### config.mk
export PLATFORM = sky130hd
export DESIGN_NAME = icache_refill_unit_flat
export DESIGN_NICKNAME = d
export VERILOG_FILES = /design/src/rtl/icache_pkg.sv /design/src/rtl/icache_refill_unit_if.sv /design/src/rtl/icache_refill_unit.sv /design/src/flat_wrapper.sv
export SDC_FILE = /design/constraint.sdc
export NUM_CORES = 1
export LEC_CHECK = 0
export BUFFER_PORTS_ARGS = -buffer_cell sky130_fd_sc_hd__clkbuf_2
export CORE_AREA = 10 10 88 98
export DETAILED_ROUTE_END_ITERATION = 8
export DIE_AREA = 0 0 98 108
export PLACE_DENSITY = 0.92
export SLEW_MARGIN = 5
export SYNTH_ARGS = -nofsm -noshare
export SYNTH_HDL_FRONTEND = slang
export SYNTH_SLANG_ARGS = --single-unit
### constraint.sdc
create_clock -name clk_i -period 4.3 [get_ports clk_i]
set_input_delay 0.86 -clock clk_i [delete_from_list [all_inputs] [get_ports clk_i]]
set_output_delay 0.86 -clock clk_i [all_outputs]
set_load 0.02 [all_outputs]
### src/rtl/icache_pkg.sv
// Shared types and width helpers for the instruction-cache refill unit.
// The width helpers take S (sets), B (line bytes) and ADDR_W so that every
// file derives offset/index/tag/word-count widths the same way.
package icache_pkg;

  typedef enum logic [1:0] {
    IDLE   = 2'd0,
    REQ    = 2'd1,
    RECV   = 2'd2,
    COMMIT = 2'd3
  } refill_state_t;

  function automatic int off_w(input int b);
    return $clog2(b);
  endfunction

  function automatic int idx_w(input int s);
    return $clog2(s);
  endfunction

  function automatic int tag_w(input int addr_w, input int s, input int b);
    return addr_w - $clog2(s) - $clog2(b);
  endfunction

  function automatic int cnt_w(input int b);
    return $clog2(b / 4);
  endfunction

  localparam int DEF_S      = 64;
  localparam int DEF_B      = 64;
  localparam int DEF_ADDR_W = 32;
  localparam int DEF_OFF_W  = off_w(DEF_B);
  localparam int DEF_IDX_W  = idx_w(DEF_S);
  localparam int DEF_TAG_W  = tag_w(DEF_ADDR_W, DEF_S, DEF_B);
  localparam int DEF_CNT_W  = cnt_w(DEF_B);

endpackage

### src/rtl/icache_refill_unit_if.sv
// Memory-side handshake and cache fill bus of the refill unit.
// master: the refill unit; slave: memory plus the cache data/tag arrays.
interface icache_refill_unit_if
  import icache_pkg::*;
#(
  parameter int ADDR_W = 32,
  parameter int S      = 64,
  parameter int B      = 64
) ();

  localparam int IDX_W = idx_w(S);
  localparam int TAG_W = tag_w(ADDR_W, S, B);
  localparam int CNT_W = cnt_w(B);

  logic              mem_req_o;
  logic [ADDR_W-1:0] mem_addr_o;
  logic              mem_gnt_i;
  logic              mem_rvalid_i;
  logic [31:0]       mem_rdata_i;

  logic [IDX_W-1:0]  fill_set_o;
  logic [TAG_W-1:0]  fill_tag_o;
  logic              fill_we_o;
  logic [CNT_W-1:0]  fill_word_o;
  logic [31:0]       fill_data_o;
  logic              fill_commit_o;

  modport master (
    output mem_req_o, mem_addr_o,
    input  mem_gnt_i, mem_rvalid_i, mem_rdata_i,
    output fill_set_o, fill_tag_o, fill_we_o, fill_word_o, fill_data_o, fill_commit_o
  );

  modport slave (
    input  mem_req_o, mem_addr_o,
    output mem_gnt_i, mem_rvalid_i, mem_rdata_i,
    input  fill_set_o, fill_tag_o, fill_we_o, fill_word_o, fill_data_o, fill_commit_o
  );

endinterface

### src/rtl/icache_refill_unit.sv
// Instruction-cache line refill unit.
// On a permitted miss it latches the PC, requests the line from memory,
// streams each returned beat into the selected set as a registered word
// write, then pulses commit alongside the final write.
// Optional build macro ICACHE_CRITICAL_WORD_FIRST_EN: request the missed word
// first and place beats at (start_word + beat) mod WORDS.
module icache_refill_unit
  import icache_pkg::*;
#(
  parameter int S      = 64,
  parameter int B      = 64,
  parameter int ADDR_W = 32
) (
  input  logic                 clk_i,
  input  logic                 reset_n_i,
  input  logic [ADDR_W-1:0]    pc_fi_i,
  input  logic                 instr_hit_fi_i,
  input  logic                 ic_repl_permit_i,
  output logic                 refill_busy_o,
  icache_refill_unit_if.master bus
);

  localparam int WORDS = B / 4;
  localparam int OFF_W = off_w(B);
  localparam int IDX_W = idx_w(S);
  localparam int TAG_W = tag_w(ADDR_W, S, B);
  localparam int CNT_W = cnt_w(B);
  localparam logic [CNT_W-1:0] LAST_BEAT = CNT_W'(WORDS - 1);

  refill_state_t     state_q;
  logic [CNT_W-1:0]  cnt_q;
  logic [IDX_W-1:0]  set_q;
  logic [TAG_W-1:0]  tag_q;
  logic [ADDR_W-1:0] addr_q;
  logic              req_q;
  logic              busy_q;
  logic              we_q;
  logic [CNT_W-1:0]  word_q;
  logic [31:0]       data_q;
  logic              commit_q;
  logic [CNT_W-1:0]  start_q;

  // Byte-offset bits of the PC only matter for critical-word-first ordering.
  logic unused_pc_offset;
  assign unused_pc_offset = ^pc_fi_i[OFF_W-1:0];

  // Request address and starting word for the latched miss.
  logic [ADDR_W-1:0] miss_addr;
  logic [CNT_W-1:0]  miss_start;
`ifdef ICACHE_CRITICAL_WORD_FIRST_EN
  assign miss_addr  = {pc_fi_i[ADDR_W-1:2], 2'b00};
  assign miss_start = pc_fi_i[OFF_W-1:2];
`else
  assign miss_addr  = {pc_fi_i[ADDR_W-1:OFF_W], {OFF_W{1'b0}}};
  assign miss_start = '0;
`endif

  // Refill FSM: latch miss, hold request until grant, capture beats, commit.
  always_ff @(posedge clk_i or negedge reset_n_i) begin
    if (!reset_n_i) begin
      state_q  <= IDLE;
      cnt_q    <= '0;
      set_q    <= '0;
      tag_q    <= '0;
      addr_q   <= '0;
      req_q    <= 1'b0;
      busy_q   <= 1'b0;
      we_q     <= 1'b0;
      word_q   <= '0;
      data_q   <= '0;
      commit_q <= 1'b0;
      start_q  <= '0;
    end else begin
      we_q     <= 1'b0;
      commit_q <= 1'b0;
      case (state_q)
        IDLE: begin
          if (!instr_hit_fi_i && ic_repl_permit_i) begin
            state_q <= REQ;
            req_q   <= 1'b1;
            busy_q  <= 1'b1;
            addr_q  <= miss_addr;
            set_q   <= pc_fi_i[OFF_W+IDX_W-1:OFF_W];
            tag_q   <= pc_fi_i[ADDR_W-1:OFF_W+IDX_W];
            start_q <= miss_start;
          end
        end
        REQ: begin
          // A beat coincident with the grant is not captured here.
          if (bus.mem_gnt_i) begin
            state_q <= RECV;
            req_q   <= 1'b0;
            cnt_q   <= '0;
          end
        end
        RECV: begin
          if (bus.mem_rvalid_i) begin
            we_q   <= 1'b1;
            data_q <= bus.mem_rdata_i;
            word_q <= start_q + cnt_q;
            cnt_q  <= cnt_q + CNT_W'(1);
            if (cnt_q == LAST_BEAT) begin
              state_q  <= COMMIT;
              commit_q <= 1'b1;
            end
          end
        end
        COMMIT: begin
          // Final write and commit pulse are on the outputs this cycle.
          state_q <= IDLE;
          busy_q  <= 1'b0;
        end
        default: begin
          state_q <= IDLE;
          req_q   <= 1'b0;
          busy_q  <= 1'b0;
        end
      endcase
    end
  end

  assign refill_busy_o     = busy_q;
  assign bus.mem_req_o     = req_q;
  assign bus.mem_addr_o    = addr_q;
  assign bus.fill_set_o    = set_q;
  assign bus.fill_tag_o    = tag_q;
  assign bus.fill_we_o     = we_q;
  assign bus.fill_word_o   = word_q;
  assign bus.fill_data_o   = data_q;
  assign bus.fill_commit_o = commit_q;

endmodule

### src/flat_wrapper.sv
// flat-port wrapper written by rule: the top's interface ports become plain ports
module icache_refill_unit_flat import icache_pkg::*;
#(
  parameter int S      = 64,
  parameter int B      = 64,
  parameter int ADDR_W = 32
)
  (clk_i, reset_n_i, pc_fi_i, instr_hit_fi_i, ic_repl_permit_i, refill_busy_o, bus_mem_req_o, bus_mem_addr_o, bus_mem_gnt_i, bus_mem_rvalid_i, bus_mem_rdata_i, bus_fill_set_o, bus_fill_tag_o, bus_fill_we_o, bus_fill_word_o, bus_fill_data_o, bus_fill_commit_o);
  icache_refill_unit_if #(.ADDR_W(ADDR_W), .S(S), .B(B)) bus_i ();
  input  logic clk_i;
  input  logic reset_n_i;
  input  logic [ADDR_W-1:0] pc_fi_i;
  input  logic instr_hit_fi_i;
  input  logic ic_repl_permit_i;
  output logic refill_busy_o;
  output wire logic [$bits(bus_i.mem_req_o)-1:0] bus_mem_req_o;
  output wire logic [$bits(bus_i.mem_addr_o)-1:0] bus_mem_addr_o;
  input wire logic [$bits(bus_i.mem_gnt_i)-1:0] bus_mem_gnt_i;
  input wire logic [$bits(bus_i.mem_rvalid_i)-1:0] bus_mem_rvalid_i;
  input wire logic [$bits(bus_i.mem_rdata_i)-1:0] bus_mem_rdata_i;
  output wire logic [$bits(bus_i.fill_set_o)-1:0] bus_fill_set_o;
  output wire logic [$bits(bus_i.fill_tag_o)-1:0] bus_fill_tag_o;
  output wire logic [$bits(bus_i.fill_we_o)-1:0] bus_fill_we_o;
  output wire logic [$bits(bus_i.fill_word_o)-1:0] bus_fill_word_o;
  output wire logic [$bits(bus_i.fill_data_o)-1:0] bus_fill_data_o;
  output wire logic [$bits(bus_i.fill_commit_o)-1:0] bus_fill_commit_o;
  assign bus_mem_req_o = bus_i.mem_req_o;
  assign bus_mem_addr_o = bus_i.mem_addr_o;
  assign bus_i.mem_gnt_i = bus_mem_gnt_i;
  assign bus_i.mem_rvalid_i = bus_mem_rvalid_i;
  assign bus_i.mem_rdata_i = bus_mem_rdata_i;
  assign bus_fill_set_o = bus_i.fill_set_o;
  assign bus_fill_tag_o = bus_i.fill_tag_o;
  assign bus_fill_we_o = bus_i.fill_we_o;
  assign bus_fill_word_o = bus_i.fill_word_o;
  assign bus_fill_data_o = bus_i.fill_data_o;
  assign bus_fill_commit_o = bus_i.fill_commit_o;
  icache_refill_unit #(.S(S), .B(B), .ADDR_W(ADDR_W)) u_core (.clk_i(clk_i), .reset_n_i(reset_n_i), .pc_fi_i(pc_fi_i), .instr_hit_fi_i(instr_hit_fi_i), .ic_repl_permit_i(ic_repl_permit_i), .refill_busy_o(refill_busy_o), .bus(bus_i));
endmodule
==> results.txt <==
Status - complete, no violations
Count of boundary I/O pins - 168
Hold Path Stages - 1
Clock share of power - 0.169
Port bufs - 155
Final min period - 1950 ps
CTS max path bufs - 2
Die Wd - 98 µm
Die Y-Extent - 108 µm
Area grow syn2layout - 27.3%
Maximum fanout along the worst path - 37
Via-to-Cell Ratio - 4.87
Peak supply drop - 0.447 mV
Iteration-0 DRC Markers - 41
Most used DFF post-synth - dfrtp_1
Post-CTS Hold Fix Bufs - 0
Clock skew - 9.77 ps
Least-Margin Pin Slew - 901 ps
Internal power component - 2.01 mW
Clock latency on the worst-skew pair - 330 ps
Core ar. - 6770 µm²
ANT nets after route - 0
Die ar. - 10600 µm²
Gr ovfl total - 0
# rows - 32
Ys Warns - 0
PwrDens - 878 nW/µm²
Final cell count without fillers - 439
Post-Syn Area - 3110 µm²
Area leader, netlist - dfrtp_1
Commonest cells post-synth - dfrtp_1, mux2_2, buf_4, inv_1, ha_1
Worst-path clk slew - 80 ps
HP Start - u_core.bus.fill_data_o[20]$_DFFE_PN0P_
Worst Hold End - u_core.bus.fill_data_o[20]$_DFFE_PN0P_
RSZ-0062 raised after global routing - false
Top cell type's share of synthesized area - 0.580
Postcts setup bufs - 0
First-pass GRT wire length - 11800 µm
HPWL after detailed placement - 5870 µm
WP data required - 4510 ps
Initial antenna violation count - 0
Final slew viol count - 0
H-tree levels - 3
Final nets - 425
Comb power frac - 0.479
CTS Buf Count - 9
CTS Sinks - 72
Startpoint types - flip-flop
Cells after synthesis - 215
Largest net degree at the start of global routing - 73
TritonCTS clock tree - built
# resized after CTS - 0
Reg2reg start - u_core.state_q[0]$_DFFE_PN0P_
Final setup vio count - 0
Hold Crit Class - reg2reg
Share of the yosys chip area belonging to registers - 0.580
Fin crit share - 0.453
Synthesized area per cell - 14.4 µm²
Leakage - 2.07 nW
Routed via count - 2137
Gpl congestion - 0.766
Placed insts - 423
R2R setup slack - 2350 ps
Worst Reg2Reg Path Length in Cells - 4
CP cell instances - inv_1 -> ha_1 -> nand2_2 -> mux2_2
Iteration count of the initial detailed-routing pass - 4
Seq cells post-synth - 72
Util after Layout - 0.584
Power share of the sequential group - 0.352
Synth async-reset ratio - 1.00
Yosys cell types - 29
RR Endpoint - u_core.bus.fill_data_o[11]$_DFFE_PN0P_
Post-synth EDFFs - 0
Starting density of the core - 0.459
DRC viols - 0
Sw Pwr - 1.46 mW
Root buf cell - clkbuf_8
Vias in the first global route - 2386
CP peak stage delay - 660 ps
Pwr Total - 3.47 mW
Worst endpoint data arrival time - 2150 ps
Top-count cell post-synth - dfrtp_1
Setup CP Type - reg2reg
Slew headroom - 0.397
Gr usage total - 0.137
Number of antenna diodes - 0
Fmax achieved - 513 MHz
Critical Path End Type - flip-flop
Endpoints failing hold - 0
Setup TNS - 0 ps
Slowest cell on the critical path - nand2_2
Total wire length - 7420 µm
Sw Share - 0.420
Drt wl/cell - 16.9 µm
Maxcap violations - 0
Dominant cells by area after synthesis - dfrtp_1, mux2_2, buf_4
Hold slack - 509 ps
Layout cells sized above 1 - 0.669
## routing by layer
metal,track usage,vias up,wire [µm]
li1,-,971,-
met1,0.134,1052,2610
met2,0.248,102,3900
met3,0.0632,12,779
met4,0.0509,0,134
met5,0,-,0
## critical path, delay by kind of cell (launching register included)
| kind | cells | cell delay (ps) |
|---|---|---|
| adders and majority gates | 1 | 220 |
| buffers and inverters | 1 | 100 |
| DFF | 1 | 400 |
| muxes | 1 | 420 |
| and+or+nand+nor | 1 | 660 |
## registers in the layout, indices dropped and copies added, names as in the netlist
| name | count |
|---|---|
| u_core.bus.mem_req_o | 1 |
| u_core.bus.fill_commit_o | 1 |
| u_core.bus.fill_set_o | 5 |
| u_core.bus.fill_tag_o | 19 |
| u_core.bus.mem_addr_o | 2 |
| u_core.state_q | 2 |
| u_core.bus.fill_data_o | 32 |
| u_core.bus.fill_word_o | 4 |
| u_core.refill_busy_o | 1 |
| u_core.cnt_q | 4 |
| u_core.bus.fill_we_o | 1 |
## worst max path at each step
stage / from / end / slack, ps / cells after the start
final: u_core.state_q[0]$_DFFE_PN0P_ / u_core.bus.fill_data_o[11]$_DFFE_PN0P_ / 2350 / 4
after global routing: u_core.state_q[0]$_DFFE_PN0P_ / u_core.bus.fill_data_o[11]$_DFFE_PN0P_ / 2190 / 4
after detailed placement: bus_mem_rvalid_i / u_core.bus.fill_data_o[3]$_DFFE_PN0P_ / 2050 / 3
after global placement: bus_mem_rvalid_i / u_core.bus.fill_data_o[14]$_DFFE_PN0P_ / 2120 / 3
after floorplan: instr_hit_fi_i / u_core.state_q[1]$_DFFE_PN0P_ / 2580 / 3
after CTS: u_core.state_q[0]$_DFFE_PN0P_ / u_core.bus.fill_data_o[11]$_DFFE_PN0P_ / 2320 / 4
## layout by cell type (no fill, tap or decap), types with 2 or more instances in the layout
| cell | n |
|---|---|
| nand2b_1 | 3 |
| nand3_1 | 2 |
| nor2_1 | 2 |
| clkbuf_2 | 154 |
| inv_1 | 7 |
| mux2_2 | 62 |
| ha_1 | 6 |
| clkinvlp_4 | 2 |
| bufinv_16 | 2 |
| buf_4 | 2 |
| nand2_1 | 3 |
| a21oi_1 | 2 |
| a21o_1 | 2 |
| clkbuf_8 | 10 |
| dfrtp_1 | 72 |
| conb_1 | 6 |
## through the flow
stage / cell area, µm² / worst slack [ps]
floorplan: 3130 / 2580
detailed placement: 3730 / 2050
CTS: 3950 / 2320
global route: 3950 / 2190
global placement: 3730 / 2120
finish: 3950 / 2350
## power by group through the flow
stage	Combinational [mW]	Sequential [mW]	Clock [mW]
after global placement	1.65	1.20	0
after CTS	1.70	1.23	0.600
final	1.66	1.22	0.586
after global routing	1.79	1.27	0.629
after detailed placement	1.70	1.24	0
after floorplan	0.882	1.58	0
## cells by family after synthesis
group | after synthesis | share of synthesized area
AND/OR/NAND/NOR | 15 | 0.0266
other | 1 | 0.00121
adder cells (fa/ha/maj) | 6 | 0.0242
AO/OA/AOI/OAI | 13 | 0.0395
buffers and inverters | 45 | 0.100
flip-flops | 72 | 0.580
multiplexers | 63 | 0.228
## area by class of cell
class / instances / area (µm²)
Tap cell: 85 / 106
Fill cell: 570 / 2810
Clock buffer: 11 / 141
Sequential cell: 72 / 1800
Inverter: 7 / 26.3
Timing Repair Buffer: 156 / 786
Clock inverter: 5 / 80.1
Multi-Input combinational cell: 103 / 1010
(Power assumes the default switching activity.)
